File: src/rtl/trainer_pkg.sv
// Shared gate codes, truth-table signatures and identifier FSM states.
// Pure declarations, no timing.
// Imported by the trainer kit and by the gate identifier.
package trainer_pkg;

    // Gate-select codes understood by the trainer kit
    localparam logic [2:0] GATE_AND  = 3'b000;
    localparam logic [2:0] GATE_OR   = 3'b001;
    localparam logic [2:0] GATE_NOTA = 3'b010;
    localparam logic [2:0] GATE_NAND = 3'b011;
    localparam logic [2:0] GATE_NOR  = 3'b100;
    localparam logic [2:0] GATE_XOR  = 3'b101;
    localparam logic [2:0] GATE_XNOR = 3'b110;
    localparam logic [2:0] GATE_ZERO = 3'b111;

    // Truth-table signatures; bit i is y for input vector i = {a,b}
    localparam logic [3:0] SIG_AND  = 4'b1000;
    localparam logic [3:0] SIG_OR   = 4'b1110;
    localparam logic [3:0] SIG_NOTA = 4'b0011;
    localparam logic [3:0] SIG_NAND = 4'b0111;
    localparam logic [3:0] SIG_NOR  = 4'b0001;
    localparam logic [3:0] SIG_XOR  = 4'b0110;
    localparam logic [3:0] SIG_XNOR = 4'b1001;
    localparam logic [3:0] SIG_ZERO = 4'b0000;

    // Identifier run phases
    typedef enum logic [1:0] {
        IDLE   = 2'd0,
        SETTLE = 2'd1,
        DECODE = 2'd2
    } state_t;

endpackage

File: src/rtl/gate_identifier_if.sv
// Handshake and result bundle between the gate identifier and its host.
// No logic; carries control, probe and result signals.
// Host drives start and returns the DUT output on probe_y.
interface gate_identifier_if;
    logic       start;
    logic       probe_y;
    logic       probe_a;
    logic       probe_b;
    logic       busy;
    logic       done;
    logic [2:0] sel_out;
    logic       id_valid;
    logic [3:0] signature;

    // Host side: requests runs, feeds back the DUT output, reads results
    modport master (
        output start, probe_y,
        input  probe_a, probe_b, busy, done, sel_out, id_valid, signature
    );

    // Identifier side
    modport slave (
        input  start, probe_y,
        output probe_a, probe_b, busy, done, sel_out, id_valid, signature
    );
endinterface

File: src/rtl/gate_sig_decode.sv
// Maps a 4-bit truth-table signature onto the trainer gate-select code.
// Purely combinational, zero latency.
// No flow control; unknown signatures report GATE_ZERO with valid low.
module gate_sig_decode
    import trainer_pkg::*;
(
    input  logic [3:0] sig,
    output logic [2:0] sel,
    output logic       valid
);

    // Signature lookup; constant-zero is a recognised gate, so valid is separate
    always_comb begin
        sel   = GATE_ZERO;
        valid = 1'b1;
        case (sig)
            SIG_AND:  sel = GATE_AND;
            SIG_OR:   sel = GATE_OR;
            SIG_NOTA: sel = GATE_NOTA;
            SIG_NAND: sel = GATE_NAND;
            SIG_NOR:  sel = GATE_NOR;
            SIG_XOR:  sel = GATE_XOR;
            SIG_XNOR: sel = GATE_XNOR;
            SIG_ZERO: sel = GATE_ZERO;
            default: begin
                sel   = GATE_ZERO;
                valid = 1'b0;
            end
        endcase
    end

endmodule

File: src/rtl/gate_identifier.sv
// Reverse trainer: sweeps a 2-input DUT through 4 vectors and names the gate.
// Results and done appear 4*SETTLE_CYCLES+2 cycles after start is sampled.
// start is ignored while busy; no other flow control, probe_y must be same-clock.
module gate_identifier
    import trainer_pkg::*;
#(
    parameter int SETTLE_CYCLES = 4   // cycles each vector is held, 1..255
) (
    input  logic               clk,
    input  logic               rst,
    gate_identifier_if.slave   bus
);

    localparam int             CW       = $clog2(SETTLE_CYCLES + 1);
    localparam logic [CW-1:0]  CNT_LAST = CW'(SETTLE_CYCLES - 1);
    localparam logic [CW-1:0]  CNT_ONE  = CW'(1);

    state_t        state_q, state_d;
    logic [1:0]    idx_q, idx_d;
    logic [CW-1:0] cnt_q, cnt_d;
    logic [3:0]    cap_q, cap_d;
    logic          probe_a_q, probe_a_d;
    logic          probe_b_q, probe_b_d;
    logic          busy_q, busy_d;
    logic          done_q, done_d;
    logic [2:0]    sel_q, sel_d;
    logic          valid_q, valid_d;
    logic [3:0]    sig_q, sig_d;

    logic [2:0]    dec_sel;
    logic          dec_valid;
    logic          settle_last;

    assign settle_last = (cnt_q == CNT_LAST);

    gate_sig_decode u_decode (
        .sig   (cap_q),
        .sel   (dec_sel),
        .valid (dec_valid)
    );

    // State and datapath registers with synchronous reset
    always_ff @(posedge clk) begin
        if (rst) begin
            state_q   <= IDLE;
            idx_q     <= 2'd0;
            cnt_q     <= '0;
            cap_q     <= 4'd0;
            probe_a_q <= 1'b0;
            probe_b_q <= 1'b0;
            busy_q    <= 1'b0;
            done_q    <= 1'b0;
            sel_q     <= GATE_ZERO;
            valid_q   <= 1'b0;
            sig_q     <= 4'd0;
        end else begin
            state_q   <= state_d;
            idx_q     <= idx_d;
            cnt_q     <= cnt_d;
            cap_q     <= cap_d;
            probe_a_q <= probe_a_d;
            probe_b_q <= probe_b_d;
            busy_q    <= busy_d;
            done_q    <= done_d;
            sel_q     <= sel_d;
            valid_q   <= valid_d;
            sig_q     <= sig_d;
        end
    end

    // Next state: accept start only in IDLE, leave SETTLE after the last vector
    always_comb begin
        state_d = state_q;
        case (state_q)
            IDLE:    if (bus.start) state_d = SETTLE;
            SETTLE:  if (settle_last && idx_q == 2'd3) state_d = DECODE;
            DECODE:  state_d = IDLE;
            default: state_d = IDLE;
        endcase
    end

    // Datapath: probes are computed one cycle ahead so they are registered
    always_comb begin
        idx_d     = idx_q;
        cnt_d     = cnt_q;
        cap_d     = cap_q;
        probe_a_d = 1'b0;
        probe_b_d = 1'b0;
        done_d    = 1'b0;
        sel_d     = sel_q;
        valid_d   = valid_q;
        sig_d     = sig_q;
        busy_d    = (state_d != IDLE);
        case (state_q)
            IDLE: begin
                if (bus.start) begin
                    idx_d = 2'd0;
                    cnt_d = '0;
                    cap_d = 4'd0;
                end
            end
            SETTLE: begin
                if (settle_last) begin
                    cap_d[idx_q] = bus.probe_y;
                    cnt_d        = '0;
                    if (idx_q != 2'd3) begin
                        idx_d     = idx_q + 2'd1;
                        probe_a_d = idx_d[1];
                        probe_b_d = idx_d[0];
                    end
                end else begin
                    cnt_d     = cnt_q + CNT_ONE;
                    probe_a_d = idx_q[1];
                    probe_b_d = idx_q[0];
                end
            end
            DECODE: begin
                sel_d   = dec_sel;
                valid_d = dec_valid;
                sig_d   = cap_q;
                done_d  = 1'b1;
            end
            default: ;
        endcase
    end

    assign bus.probe_a   = probe_a_q;
    assign bus.probe_b   = probe_b_q;
    assign bus.busy      = busy_q;
    assign bus.done      = done_q;
    assign bus.sel_out   = sel_q;
    assign bus.id_valid  = valid_q;
    assign bus.signature = sig_q;

endmodule

File: src/flat_wrapper.sv
// flat-port wrapper written by rule: the top's interface ports become plain ports
module gate_identifier_flat import trainer_pkg::*;
#(
    parameter int SETTLE_CYCLES = 4                                        
)
  (clk, rst, bus_start, bus_probe_y, bus_probe_a, bus_probe_b, bus_busy, bus_done, bus_sel_out, bus_id_valid, bus_signature);
  gate_identifier_if bus_i ();
  input  logic clk;
  input  logic rst;
  input wire logic [$bits(bus_i.start)-1:0] bus_start;
  input wire logic [$bits(bus_i.probe_y)-1:0] bus_probe_y;
  output wire logic [$bits(bus_i.probe_a)-1:0] bus_probe_a;
  output wire logic [$bits(bus_i.probe_b)-1:0] bus_probe_b;
  output wire logic [$bits(bus_i.busy)-1:0] bus_busy;
  output wire logic [$bits(bus_i.done)-1:0] bus_done;
  output wire logic [$bits(bus_i.sel_out)-1:0] bus_sel_out;
  output wire logic [$bits(bus_i.id_valid)-1:0] bus_id_valid;
  output wire logic [$bits(bus_i.signature)-1:0] bus_signature;
  assign bus_i.start = bus_start;
  assign bus_i.probe_y = bus_probe_y;
  assign bus_probe_a = bus_i.probe_a;
  assign bus_probe_b = bus_i.probe_b;
  assign bus_busy = bus_i.busy;
  assign bus_done = bus_i.done;
  assign bus_sel_out = bus_i.sel_out;
  assign bus_id_valid = bus_i.id_valid;
  assign bus_signature = bus_i.signature;
  gate_identifier #(.SETTLE_CYCLES(SETTLE_CYCLES)) u_core (.clk(clk), .rst(rst), .bus(bus_i));
endmodule
File: config.mk
export PLATFORM = sky130hd
export DESIGN_NAME = gate_identifier_flat
export DESIGN_NICKNAME = d
export VERILOG_FILES = /design/src/rtl/trainer_pkg.sv /design/src/rtl/gate_identifier_if.sv /design/src/rtl/gate_sig_decode.sv /design/src/rtl/gate_identifier.sv /design/src/flat_wrapper.sv
export SDC_FILE = /design/constraint.sdc
export NUM_CORES = 1
export LEC_CHECK = 0
export ABC_AREA = 1
export CAP_MARGIN = 20
export CORE_MARGIN = 1
export CORE_UTILIZATION = 60
export DETAILED_ROUTE_END_ITERATION = 10
export DONT_BUFFER_PORTS = 1
export PLACE_DENSITY = 0.76
export SYNTH_ARGS = -nofsm -noshare
export SYNTH_HDL_FRONTEND = slang
export SYNTH_SLANG_ARGS = --single-unit
File: constraint.sdc
create_clock -name clk -period 1.5 [get_ports clk]
set_clock_uncertainty 0.15 [all_clocks]
set_input_delay 0.3 -clock clk [delete_from_list [all_inputs] [get_ports clk]]
set_output_delay 0.3 -clock clk [all_outputs]
set_load 0.05 [all_outputs]
==> results of run 1 <==
[placed cells by master, fill, tap and decap left out, types with 2 or more instances in the layout]
master and n:
buf_4 3, o21ai_1 2, inv_2 3, inv_1 13
ha_1 5, clkbuf_4 3, a211oi_1 2, o21ai_0 6
nand2_1 13, dlygate4sd3_1 2, nand3_1 17, nand2_2 3
nor2_1 16, a21oi_1 12, dfxtp_1 23, nand4_1 3
[cell usage after synthesis (all sizes together)]
library cell  number
ha                 5
nor3b              1
a21oi             13
nand3             18
dfxtp             23
o211ai             1
buf                2
nor2              19
inv               16
a22oi              1
nand2             17
o21ai              8
a211oi             3
nand4              3
o21a               1
[sequential cells by signal (all words and copies together), names as in the netlist]
name,cells
u_core.cnt_q,3
u_core.bus.probe_a,1
u_core.cap_q,4
u_core.bus.done,1
u_core.bus.signature,4
u_core.idx_q,2
u_core.bus.sel_out,3
u_core.bus.busy,1
u_core.bus.probe_b,1
u_core.state_q,2
u_core.bus.id_valid,1
[how the worst max path moves through the flow]
stage / to / depth (start not counted) / slack [ns]
2_1_floorplan: u_core.cap_q[2] / 7 / 0.25
3_3_place_gp: u_core.cap_q[2] / 7 / 0.14
3_5_place_dp: u_core.cap_q[0] / 7 / 0.11
4_1_cts: bus_signature[0] / 0 / 0.07
5_1_grt: bus_signature[0] / 0 / 0.04
6_report: bus_signature[2] / 0 / 0.08
[stage by stage]
stage / worst slack [ns] / cells / power, mW
after floorplan: 0.252 / 131 / 0.707
after global placement: 0.145 / 148 / 0.717
after detailed placement: 0.114 / 148 / 0.719
after CTS: 0.0697 / 154 / 1.00
after global routing: 0.0371 / 154 / 1.04
final: 0.0782 / 154 / 0.998
[final cells by class]
class                      instances  area (um^2)
sequential                        23          460
multi-input combinational         90          519
inverter                          16         60.1
tap                               16         20.0
clock buffer                       3         22.5
timing repair buffer               5         42.5
clock inverter                     1         5.00
fill                             129          447
[what timing repair did]
| action | in CTS | in global routing |
|---|---|---|
| resized for setup | 0 | 1 |
| endpoints found under the setup margin | 0 | 4 |
| hold buffers | 2 | 0 |
| endpoints found under the hold margin | 15 | 0 |
[power breakdown]
group / switching [mW] / internal, mW
logic: 0.0538 / 0.0283
registers: 0.0136 / 0.620
clock network: 0.182 / 0.0996
[cell families (layout without fill, tap and decap cells)]
kind of cell / after synthesis / in the layout / synth area share
AOI/OAI and AO/OA: 27 / 27 / 0.151
buffers and inverters: 18 / 25 / 0.0713
and+or+nand+nor: 58 / 58 / 0.281
DFF: 23 / 23 / 0.438
adders and majority gates: 5 / 5 / 0.0595
[metal layers]
metal	vias up	track usage
met1	422	0.335
met2	28	0.355
met4	0	0.127
li1	451	-
met3	4	0.0625
met5	-	0
==> flow_summary.ini, run 1 <==
[clock_network]
post_cts_buffers = 0
h-tree-depth = 1
cts_buffers = 3
cts_root_buf = clkbuf_4
cts_sinks = 23
cts_buffer_depth = 2
clk_pin_slew_ns = 0.12
clk_latency_ns = 0.31
cts_tree = done

[routing]
routed_wl_um = 2010
vias_per_cell = 5.88
drtAntennaViolNets = 0
dr_wl_met3_um = 83
drt_iter0_drc = 34
vias = 905
route.met2.wl_um = 881
met1_length_um = 1000
drc = 0
wl_per_cell_um = 13.0
top_layer = met4
dr.pass1.iters = 6

[global_route]
grt-ovfl-total = 0
grt_pass1_wl_um = 3380
antenna_found_initial = 0
grt_pass1_vias = 768
track_usage = 0.245
grt_max_degree = 14

[min_path]
worstHoldStart = bus_probe_y
min_to = u_core.cap_q[3]
hold_depth = 2
hold_path_class = in -> reg

[logic_synthesis]
yosysWarnings = 0
synth_top_area_cell = dfxtp_1
seq_area_frac_synth = 0.438
synth_area_leaders = dfxtp_1 44%, nand3_1 8.1%, ha_1 5.9%
synthCells = 131
syn_nets = 140
syn_area_per_cell_um2 = 8.03
ys_seq_elements = 23
yosysTopAreaCellShare = 0.438
ys_types = 26
netlist_area_um2 = 1050

[placement]
placed_cell_area_um2 = 1080
routabilityCongestion = 0.829
hpwl_um = 1510
io_buffers = 0

[timing]
timing.fmax_mhz = 703
rsz0062_at_grt = false
final-hold-violation-count = 0
worst_pin_slew_ns = 0.530
tns_ns = 0
whs_ns = 0.0118
relSlewSlack = 0.646
setup_viol = 0
min_period_over_period = 0.948
fin_crit_ns = 1.42
drv_slew = 0

[cells_and_area]
diodes = 0
drive_gt1_frac = 0.145
utilization = 0.717
stdcell_area_um2 = 1130
final_nets = 148
synthToLayoutAreaGrowth_pct = 7.37

[critical_path]
rr_endpoint = u_core.bus.id_valid
crit_arrival_ns = 0.97
crit_path_max_fanout = 2
critical_path_class = reg -> out
worstPathRequired_ns = 1.05
cp-start-kind = flop
r2r_setup_slack_ns = 0.12
crit_start = u_core.bus.signature[2]
end_kind = output port
ff2ff_path_depth = 5
r2r-start = u_core.state_q[1]

[floorplanning]
dieArea_um2 = 1930
rows = 14
start_util = 0.667
die_x_um = 43.9
num_io_pins = 16
die-height_um = 43.9
coreArea_um2 = 1580

[outcome]
outcome = finished clean

[power]
irDropWorstVdd_mv = 0.809
power_density_nw_per_um2 = 883
leakage_nw = 0.450

[job]
drv_cap = 0
(Power assumes the default switching activity.)
==> run 2: changes to the inputs <==
Settings changed: RECOVER_POWER set to 100.
==> run 2 against run 1 <==
Net effect:
- die area is the same
- critical path depth unchanged
- sequential cell count stayed put
- total power increased by 0.19%
- fmax down 0.11%
- via count rose by 0.88%
- utilization is 0.79 points lower
- routed wire length rose by 0.85%
- cell count did not move
- highest routed layer unchanged
==> flow_summary.ini, run 2 (synthesis gave the netlist of run 1 again) <==
[outcome]
outcome = finished clean

[timing]
relSlewSlack = 0.653
fin_crit_ns = 1.42
drv_slew = 0
timing.fmax_mhz = 703
final-hold-violation-count = 0
rsz0062_at_grt = false
worst_pin_slew_ns = 0.519
setup_viol = 0
whs_ns = 0.00662
min_period_over_period = 0.949
tns_ns = 0

[global_route]
antenna_found_initial = 0
track_usage = 0.245
grt_pass1_wl_um = 3380
grt_max_degree = 14
grt_pass1_vias = 768
grt-ovfl-total = 0

[floorplanning]
rows = 14
num_io_pins = 16
coreArea_um2 = 1580
dieArea_um2 = 1930
die_x_um = 43.9
start_util = 0.667
die-height_um = 43.9

[clock_network]
cts_buffers = 3
cts_tree = done
clk_latency_ns = 0.31
cts_root_buf = clkbuf_4
cts_buffer_depth = 2
clk_pin_slew_ns = 0.13
post_cts_buffers = 0
h-tree-depth = 1
cts_sinks = 23

[placement]
io_buffers = 0
routabilityCongestion = 0.829
placed_cell_area_um2 = 1080
hpwl_um = 1510
placed_cells = 148

[routing]
dr.pass1.iters = 6
drc = 0
vias_per_cell = 5.93
drtAntennaViolNets = 0
vias = 913
drt_iter0_drc = 32
wl_per_cell_um = 13.1
routed_wl_um = 2020

[cells_and_area]
fill_cells = 133
final-seq-area_um2 = 460
drive_gt1_frac = 0.123
layout_commonest_cell = dfxtp_1
multi_input_area_um2 = 509
mostFrequentLayoutCells = 23 x dfxtp_1, 18 x nand3_1, 17 x nor2_1, 14 x nand2_1, 13 x inv_1
final_cells = 154
stdcell_area_um2 = 1120
diodes = 0
utilization = 0.709
synthToLayoutAreaGrowth_pct = 6.18
final_nets = 148

[min_path]
min_to = u_core.cap_q[3]
hold_path_class = in -> reg
worstHoldStart = bus_probe_y
hold_depth = 2

[power]
irDropWorstVdd_mv = 0.817
leakage_nw = 0.445
power_density_nw_per_um2 = 894

[critical_path]
crit_arrival_ns = 0.97
r2r_setup_slack_ns = 0.11
cp-start-kind = flop
r2r-start = u_core.state_q[1]
worstPathRequired_ns = 1.05
critical_path_class = reg -> out
crit_path_max_fanout = 2
ff2ff_path_depth = 7
rr_endpoint = u_core.cap_q[0]
end_kind = output port

[job]
drv_cap = 0
[run 2: repair_timing]
| item | CTS | global route |
|---|---|---|
| hold buffers | 2 | 0 |
| hold endpoints to repair | 15 | 0 |
| endpoints found under the setup margin | 0 | 4 |
| resized for setup | 0 | 1 |
[run 2: stage by stage]
step	setup WS [ns]	total power, mW
6_report	0.0766	0.999
5_1_grt	0.0371	1.04
4_1_cts	0.0697	1.00
3_3_place_gp	0.145	0.717
2_1_floorplan	0.252	0.707
3_5_place_dp	0.114	0.719
[run 2: where the power goes]
group / total [mW] / internal (mW) / switching (mW) / leakage [nW]
Combinational: 0.0796 / 0.0272 / 0.0524 / 0.241
Clock: 0.286 / 0.0997 / 0.186 / 0.0177
Sequential: 0.634 / 0.620 / 0.0136 / 0.186
Total: 0.999 / 0.747 / 0.252 / 0.445
[run 2: worst max path at each step]
stage	from	end	slack, ns	depth (start not counted)
3_3_place_gp	u_core.cnt_q[0]	u_core.cap_q[2]	0.14	7
6_report	u_core.bus.signature[2]	bus_signature[2]	0.08	0
4_1_cts	u_core.bus.signature[0]	bus_signature[0]	0.07	0
3_5_place_dp	u_core.cnt_q[0]	u_core.cap_q[0]	0.11	7
2_1_floorplan	u_core.cnt_q[0]	u_core.cap_q[2]	0.25	7
5_1_grt	u_core.bus.signature[0]	bus_signature[0]	0.04	0
[run 2: metal layers]
metal | track usage | up-vias | share of wire
met4 | 0.127 | 0 | 0.020
met2 | 0.355 | 31 | 0.44
met1 | 0.335 | 426 | 0.49
met5 | 0 | - | 0
met3 | 0.0625 | 4 | 0.049
li1 | - | 452 | -
[run 2: layout make-up]
type / count / share of cell area
multi-input combinational: 90 / 0.456
sequential: 23 / 0.412
inverter: 16 / 0.0538
timing repair buffer: 5 / 0.0358
clock buffer: 3 / 0.0202
tap: 16 / 0.0179
clock inverter: 1 / 0.00448
==> run 3: changes to the inputs <==
Settings changed: ABC_AREA 1 to not set.
==> run 3 against run 2 <==
Net effect:
- fmax down 1.2%
- global-route usage down 3.0 points
- utilization up 0.90 points
- critical endpoint is now u_core.idx_q[0]
- synthesized cell count down 7.6%
- first-iteration DRC count down 78%
- worst setup slack worse by 0.018 ns
- total power down 0.80%
- clock-buffer cell count up 1
- highest routed layer unchanged
- largest cell class unchanged
- critical path type is now reg -> reg
==> flow_summary.ini, run 3 <==
[timing]
drv_slew = 0
rsz0062_at_grt = true
worst_pin_slew_ns = 0.546
min_period_over_period = 0.961
setup_viol = 0
tns_ns = 0
final-hold-violation-count = 0
whs_ns = 0.0141
timing.fmax_mhz = 694
relSlewSlack = 0.635
fin_crit_ns = 1.44

[placement]
placed_cells = 145
placed_cell_area_um2 = 1170
io_buffers = 0
routabilityCongestion = 0.790
hpwl_um = 1400

[logic_synthesis]
netlist_area_um2 = 1140
yosysWarnings = 0
synth.most_common_cell = dfxtp_1
yosysTopAreaCellShare = 0.403
syn_area_per_cell_um2 = 9.45
synth_commonest_cells = 23 x dfxtp_1, 13 x nand2_1, 9 x nor2_1
syn_nets = 130
synth_edf_count = 0
ys.flop_type = dfxtp_1
ys_types = 45
synthCells = 121
synth_top_area_cell = dfxtp_1
synth_area_leaders = dfxtp_1 40%, ha_1 5.5%, mux2i_1 5.3%
async_reset_ff_frac = 0
ys_seq_elements = 23
seq_area_frac_synth = 0.403

[floorplanning]
start_util = 0.648
die_x_um = 45.7
num_io_pins = 16
coreArea_um2 = 1760
rows = 15
dieArea_um2 = 2080
die-height_um = 45.7

[power]
leakage_nw = 0.457
design_power_total_mw = 0.991
power_density_nw_per_um2 = 783
irDropWorstVdd_mv = 0.672

[critical_path]
r2r_setup_slack_ns = 0.06
crit_arrival_ns = 1.51
end_kind = flop
critical_path_class = reg -> reg
ff2ff_path_depth = 4
crit_start = u_core.cnt_q[0]
rr_endpoint = u_core.idx_q[0]
crit_end = u_core.idx_q[0]
crit_path_max_fanout = 6
cp-start-kind = flop
worstPathRequired_ns = 1.56
r2r-start = u_core.cnt_q[0]

[clock_network]
clk_pin_slew_ns = 0.12
clk_latency_ns = 0.31
post_cts_buffers = 0
cts_sinks = 23
h-tree-depth = 1
cts_buffer_depth = 2
cts_tree = done
cts_root_buf = clkbuf_4
cts_buffers = 3

[cells_and_area]
fill_cells = 156
mostFrequentLayoutCells = 19 x dfxtp_1, 13 x nand2_1, 9 x nor2_1
diodes = 0
stdcell_area_um2 = 1270
drive_gt1_frac = 0.198
synthToLayoutAreaGrowth_pct = 10.7
final_nets = 136
final_cells = 151
layout_commonest_cell = dfxtp_1

[routing]
dr.pass1.iters = 4
drt_iter0_drc = 7
top_layer = met4
vias = 862
drc = 0
vias_per_cell = 5.71
drtAntennaViolNets = 0
route.met2.wl_um = 1060
met1_length_um = 929
dr_wl_met3_um = 67
wl_per_cell_um = 13.8
routed_wl_um = 2090

[global_route]
grt_max_degree = 16
track_usage = 0.215
grt-ovfl-total = 0
grt_pass1_vias = 725
grt_pass1_wl_um = 3150
antenna_found_initial = 0

[outcome]
outcome = finished clean

[min_path]
hold_path_class = in -> reg

[job]
drv_cap = 0
## run 3: cell count changes after synthesis, moves of 3 or more
cell / delta
nor3_1: +5
mux2i_1: +6
a21oi_1: -6
inv_1: -9
inv_2: -3
nor2_1: -7
nor2b_1: +3
clkbuf_1: +3
nand3b_1: +3
nand3_1: -17
o21ai_0: -5
## run 3: cell families after synthesis
family,synth area share
AO/OA/AOI/OAI,0.142
adder cells (fa/ha/maj),0.0547
multiplexers,0.0624
AND/OR/NAND/NOR,0.284
buffers and inverters,0.0536
flip-flops,0.403
## run 3: per-layer routing
metal,global-route usage,vias to the layer above
met3,0.0635,4
met5,0,-
met2,0.380,15
met1,0.243,405
li1,-,438
met4,0.0727,0
## run 3: cell type report
cell class,count,area (um^2),share of cell area
sequential,23,465,0.368
tap,25,31.3,0.0247
clock buffer,4,26.3,0.0208
inverter,4,15.0,0.0119
timing repair buffer,8,65.1,0.0514
multi-input combinational,87,663,0.524
## run 3: repair_timing
action / CTS / global route
gates resized for setup: 3 / 8
endpoints found under the setup margin: 2 / 9
pin swaps: 0 / 1
hold endpoints to repair: 17 / 0
hold buffers: 2 / 0
## run 3: worst min-delay path by stage
| stage | cells after the start | startpoint | end |
|---|---|---|---|
| 3_5_place_dp | 1 | rst | u_core.bus.signature[1] |
| 4_1_cts | 2 | rst | u_core.cap_q[0] |
| 6_report | 2 | rst | u_core.cap_q[1] |
| 5_1_grt | 2 | rst | u_core.cap_q[0] |
| 2_1_floorplan | 2 | u_core.cnt_q[0] | u_core.cnt_q[0] |
| 3_3_place_gp | 1 | rst | u_core.cnt_q[0] |
## run 3: where the power goes
group	switching, mW	leakage, nW	internal (mW)	total [mW]
clock network	0.183	0.0150	0.104	0.287
registers	0.0171	0.188	0.620	0.637
logic	0.0331	0.254	0.0347	0.0679
total	0.233	0.457	0.759	0.991
## run 3: critical path, stage by stage (launching register included)
cell and delay (ns):
dfxtp_2 0.38, ha_4 0.16, nor4bb_4 0.30, o31ai_2 0.09, mux2_2 0.26
## run 3: stage by stage
stage | worst slack [ns] | utilization
2_1_floorplan | 0.0610 | -
3_3_place_gp | 0.0138 | 0.665
3_5_place_dp | -0.0307 | 0.665
4_1_cts | 0.00953 | 0.697
5_1_grt | -0.00965 | 0.718
6_report | 0.0587 | 0.718
